### config.mk
export PLATFORM = sky130hd
export DESIGN_NAME = exti_arbiter_flat
export DESIGN_NICKNAME = d
export VERILOG_FILES = /design/src/rtl/exti_arbiter_if.sv /design/src/rtl/exti_arbiter.sv /design/src/flat_wrapper.sv
export SDC_FILE = /design/constraint.sdc
export NUM_CORES = 1
export LEC_CHECK = 0
export BUFFER_PORTS_ARGS = -buffer_cell sky130_fd_sc_hd__buf_4
export CAP_MARGIN = 10
export CORE_ASPECT_RATIO = 0.8
export CORE_MARGIN = 2
export CORE_UTILIZATION = 50
export DETAILED_ROUTE_END_ITERATION = 7
export PLACE_DENSITY = 0.76
export SETUP_SLACK_MARGIN = 0.1
export SYNTH_ARGS = -nofsm -noshare
export SYNTH_HDL_FRONTEND = slang
export SYNTH_SLANG_ARGS = --single-unit
### constraint.sdc
create_clock -name irq_clk -period 1.4 [get_ports irq_clk]
set_input_delay 0.14 -clock irq_clk [delete_from_list [all_inputs] [get_ports irq_clk]]
set_output_delay 0.14 -clock irq_clk [all_outputs]
set_load 0.05 [all_outputs]
### src/rtl/exti_arbiter_if.sv
// Handshake and bus signals between the EXTI arbiter (master) and the
// board pins / microcode sequencer side (slave).
interface exti_arbiter_if;
    logic [3:0] exti_n;
    logic       en_we;
    logic [3:0] en_d;
    logic       ack;
    logic       done;
    logic       req;
    logic [3:0] vec;
    logic [3:0] pend;
    logic       busy;

    modport master (
        input  exti_n, en_we, en_d, ack, done,
        output req, vec, pend, busy
    );

    modport slave (
        output exti_n, en_we, en_d, ack, done,
        input  req, vec, pend, busy
    );
endinterface

### src/rtl/exti_arbiter.sv
// External interrupt arbiter: synchronises EXTI lines, latches falling edges
// as pending requests and grants one enabled line at a time via req/ack/done.
module exti_arbiter #(
    parameter int unsigned SYNC_STAGES = 2,
    parameter bit          ROUND_ROBIN = 1'b0,
    parameter logic [3:0]  EN_RESET    = 4'b0000
) (
    input  logic           irq_clk,
    input  logic           init_n,
    exti_arbiter_if.master bus
);

    typedef enum logic [1:0] {
        IDLE,
        GRANT,
        SERVICE
    } state_t;

    state_t     state_q, state_d;
    logic [3:0] sync_q [SYNC_STAGES];
    logic [3:0] hist_q;
    logic [3:0] fall;
    logic [3:0] pend_q, pend_d;
    logic [3:0] en_q;
    logic [3:0] vec_q, vec_d;
    logic [1:0] gnt_q, gnt_d;
    logic [1:0] last_q, last_d;
    logic [3:0] clr;
    logic [3:0] cand;
    logic [1:0] start;
    logic [1:0] idx;
    logic [1:0] win_idx;
    logic       found;

    // Synchroniser chain plus history flop; all ones so a line held low
    // through reset still yields exactly one edge after release.
    always_ff @(posedge irq_clk) begin
        if (!init_n) begin
            for (int unsigned s = 0; s < SYNC_STAGES; s++) begin
                sync_q[s] <= '1;
            end
            hist_q <= '1;
        end else begin
            sync_q[0] <= bus.exti_n;
            for (int unsigned s = 1; s < SYNC_STAGES; s++) begin
                sync_q[s] <= sync_q[s-1];
            end
            hist_q <= sync_q[SYNC_STAGES-1];
        end
    end

    assign fall = ~sync_q[SYNC_STAGES-1] & hist_q;

    // Cyclic descending search; fixed mode is the same search pinned at bit 3.
    always_comb begin
        cand    = pend_q & en_q;
        start   = ROUND_ROBIN ? (last_q - 2'd1) : 2'd3;
        found   = 1'b0;
        win_idx = '0;
        idx     = '0;
        for (int unsigned k = 0; k < 4; k++) begin
            idx = start - k[1:0];
            if (!found && cand[idx]) begin
                found   = 1'b1;
                win_idx = idx;
            end
        end
    end

    always_comb begin
        state_d = state_q;
        vec_d   = vec_q;
        gnt_d   = gnt_q;
        last_d  = last_q;
        clr     = '0;
        case (state_q)
            IDLE: begin
                vec_d = '0;
                if (found) begin
                    state_d = GRANT;
                    vec_d   = 4'b0001 << win_idx;
                    gnt_d   = win_idx;
                end
            end
            GRANT: begin
                if (bus.ack) begin
                    clr     = vec_q;
                    last_d  = gnt_q;
                    state_d = SERVICE;
                end
            end
            SERVICE: begin
                if (bus.done) begin
                    state_d = IDLE;
                    vec_d   = '0;
                end
            end
            default: begin
                state_d = IDLE;
                vec_d   = '0;
            end
        endcase
        // A new edge on the line being acked survives the clear.
        pend_d = (pend_q & ~clr) | fall;
    end

    always_ff @(posedge irq_clk) begin
        if (!init_n) begin
            state_q <= IDLE;
            pend_q  <= '0;
            en_q    <= EN_RESET;
            vec_q   <= '0;
            gnt_q   <= '0;
            last_q  <= '0;
        end else begin
            state_q <= state_d;
            pend_q  <= pend_d;
            vec_q   <= vec_d;
            gnt_q   <= gnt_d;
            last_q  <= last_d;
            if (bus.en_we) begin
                en_q <= bus.en_d;
            end
        end
    end

    assign bus.req  = (state_q == GRANT);
    assign bus.busy = (state_q == SERVICE);
    assign bus.vec  = vec_q;
    assign bus.pend = pend_q;

endmodule

### src/flat_wrapper.sv
// flat-port wrapper written by rule: the top's interface ports become plain ports
module exti_arbiter_flat 
#(
    parameter int unsigned SYNC_STAGES = 2,
    parameter bit          ROUND_ROBIN = 1'b0,
    parameter logic [3:0]  EN_RESET    = 4'b0000
)
  (irq_clk, init_n, bus_exti_n, bus_en_we, bus_en_d, bus_ack, bus_done, bus_req, bus_vec, bus_pend, bus_busy);
  exti_arbiter_if bus_i ();
  input  logic irq_clk;
  input  logic init_n;
  input wire logic [$bits(bus_i.exti_n)-1:0] bus_exti_n;
  input wire logic [$bits(bus_i.en_we)-1:0] bus_en_we;
  input wire logic [$bits(bus_i.en_d)-1:0] bus_en_d;
  input wire logic [$bits(bus_i.ack)-1:0] bus_ack;
  input wire logic [$bits(bus_i.done)-1:0] bus_done;
  output wire logic [$bits(bus_i.req)-1:0] bus_req;
  output wire logic [$bits(bus_i.vec)-1:0] bus_vec;
  output wire logic [$bits(bus_i.pend)-1:0] bus_pend;
  output wire logic [$bits(bus_i.busy)-1:0] bus_busy;
  assign bus_i.exti_n = bus_exti_n;
  assign bus_i.en_we = bus_en_we;
  assign bus_i.en_d = bus_en_d;
  assign bus_i.ack = bus_ack;
  assign bus_i.done = bus_done;
  assign bus_req = bus_i.req;
  assign bus_vec = bus_i.vec;
  assign bus_pend = bus_i.pend;
  assign bus_busy = bus_i.busy;
  exti_arbiter #(.SYNC_STAGES(SYNC_STAGES), .ROUND_ROBIN(ROUND_ROBIN), .EN_RESET(EN_RESET)) u_core (.irq_clk(irq_clk), .init_n(init_n), .bus(bus_i));
endmodule
==> results.ini <==
[power]
irDropWorstVdd_mv=0.973
p_total_mw=1.50
power.density_nw_per_um2=1240
leakage_nw=0.494

[timing]
fmax_mhz=799
finalSetupViolCount=0
max_slew_margin_pct=78.0
min_period_ps=1250
rsz0062_at_grt=false
worst_pin_slew_ps=329
skew_ps=6.93
fin_crit_sh_pct=89.4
hold_viol_final=0
fin_setup_tns_ps=0
report.final.slew_viol_count=0

[yosys]
ys_seq_area_share_pct=55.5
avgSynthCellArea_um2=10.8
netlist_instances=87
mappedNetlistNets=100
synth-seq-cells=26
synth_cell_types=22
netlist_area_um2=937
yosys_warnings=0

[routing]
drc=0
post_drt_wl_per_cell_um=13.6
vias=706
vias_per_cell=5.19
ant_nets=0
first_iter_violations=5
wl_mm=1.85
drt_pre_antenna_iters=4

[clocking]
numCtsBuffers=3
clkTransAtPathRegs_ps=140
cts_tree=built
clock_sinks=26
cts_root_buf=clkbuf_4
clockBufferDepth=2
insertion_delay_ps=320
htreeDepth=1

[finish]
fillers=137
multi_input_area_um2=407
seqCellArea_um2=528
final_cell_area_um2=1210
num_antenna_cells=0
drive_above_1_share_pct=29.8
finalNetCount=128
syn2layout_area_growth_pct=29.0

[setup_path]
critPathKind=reg2out
cp_max_fo=7
critPathArrivalTime_ps=1110
worstPathRequired_ps=1260
end_kind=output port
critPathLaunchType=flip-flop

[global_routing]
grtUsageTotal_pct=18.4
grt-ovfl-total=0
grt_first_pass_wirelength_mm=3.03
grt_max_degree=27
grt_antenna_before_repair=0
grt_pass1_vias=654

[place]
portBuffers=22
dpl-instance-area_um2=1120
gp_congestion=0.824
hpwl_mm=1.23

[floorplan]
std_cell_rows=13
die_h_um=42.7
boundaryPins=23
core-area_um2=1690
die-area_um2=2240
die_w_um=52.4
initial_core_util_pct=55.4

[run]
drv_cap=0

[status]
status=completed

[worst_hold_path]
min_path_type=in2reg

==> state kept, by name, summed over array words and instances, names as in the netlist <==
signal and cells:
u_core.sync_q 8, u_core.bus.vec 4, u_core.en_q 4, u_core.state_q 2, u_core.hist_q 4, u_core.bus.pend 4
==> final timing paths <==
kind	startpoint	to	slack [ps]	cells past startpoint
worst max-delay path	u_core.state_q[1]$_SDFFE_PN0P_	bus_req	150	2
worst min-delay path	bus_exti_n[2]	u_core.sync_q[0][2]$_SDFF_PN1_	9	2
worst max register to register	u_core.state_q[1]$_SDFFE_PN0P_	u_core.bus.vec[1]$_SDFFE_PN0P_	290	4
worst min register to register	u_core.sync_q[0][0]$_SDFF_PN1_	u_core.sync_q[0][4]$_SDFF_PN1_	420	1
==> stage by stage <==
step / hold WS (ps) / std cells / util, % / worst slack, ps
3_5_place_dp: 328 / 128 / 66.2 / 301
3_3_place_gp: 322 / 128 / 66.2 / 350
4_1_cts: 0.874 / 135 / 70.9 / 144
6_report: 8.71 / 136 / 71.4 / 148
5_1_grt: 2.35 / 136 / 71.4 / 101
2_1_floorplan: 213 / 87 / - / 211
==> timing repair <==
item / in CTS / in global routing
hold buffers: 2 / 1
hold endpoints to repair: 2 / 1
buffers inserted: 1 / 0
setup endpoints to repair: 2 / 0
resized for setup: 6 / 0
==> cells in the mapped netlist <==
library cell  number  area share (%)
dfxtp_1           26              56
nand2b_1          12             8.0
nor2b_1           10             6.7
a21boi_1           8             6.4
o21a_1             5             4.0
mux2i_1            4             4.3
nand2_1            3             1.2
o21ai_1            3             1.6
clkbuf_1           2            0.80
nand4_1            2             1.3
a211oi_2           1             1.3
a21oi_1            1            0.53
a22oi_1            1            0.80
a31oi_1            1            0.67
a32oi_1            1            0.93
and2b_2            1            0.93
and3b_4            1             1.3
buf_2              1            0.53
nand3_1            1            0.53
nand3b_1           1            0.80
nor2_1             1            0.40
nor3b_2            1             1.3
==> routing by layer <==
| metal | global-route usage [%] | up-vias | routed length (um) |
|---|---|---|---|
| li1 | - | 353 | - |
| met2 | 30.3 | 16 | 903 |
| met5 | 0 | - | 0 |
| met1 | 23.1 | 333 | 836 |
| met3 | 6.34 | 4 | 84 |
| met4 | 4.62 | 0 | 22 |
==> power breakdown <==
group	total (mW)	switching [mW]	internal, mW	leakage (nW)
Clock	0.371	0.212	0.159	0.0210
Combinational	0.302	0.162	0.139	0.258
Sequential	0.830	0.0440	0.786	0.215
==> cell type report <==
type                            count  share of cell area, %
Sequential cell                    26                   43.7
Multi-Input combinational cell     58                   33.6
Timing Repair Buffer               26                   17.4
Clock buffer                        4                   3.00
Tap cell                           22                   2.28
==> placed cells by master, fill, tap and decap left out, drive strengths merged, types with 2 or more instances in the layout <==
master | synthesis | layout
nand2b | 12 | 12
mux2i | 4 | 4
nand4 | 2 | 2
nand2 | 3 | 3
clkbuf | 2 | 4
o21ai | 3 | 3
a21boi | 8 | 8
nor2b | 10 | 10
o21a | 5 | 5
buf | 1 | 23
dlygate4sd3 | 0 | 3
dfxtp | 26 | 26
==> cells by family (layout without fill, tap and decap cells) <==
logic type | after synthesis | count (layout) | share of synthesized area (%)
flip-flops | 26 | 26 | 55.5
AND/OR/NAND/NOR | 33 | 33 | 22.6
multiplexers | 4 | 4 | 4.27
buffers and inverters | 3 | 30 | 1.33
AO/OA/AOI/OAI | 21 | 21 | 16.3
==> critical path, cell delays in order, from the launching register on <==
cell and delay [ps]:
dfxtp_4 400, and2b_2 240, buf_8 150
Note: power is estimated with default switching activity, not from simulation.
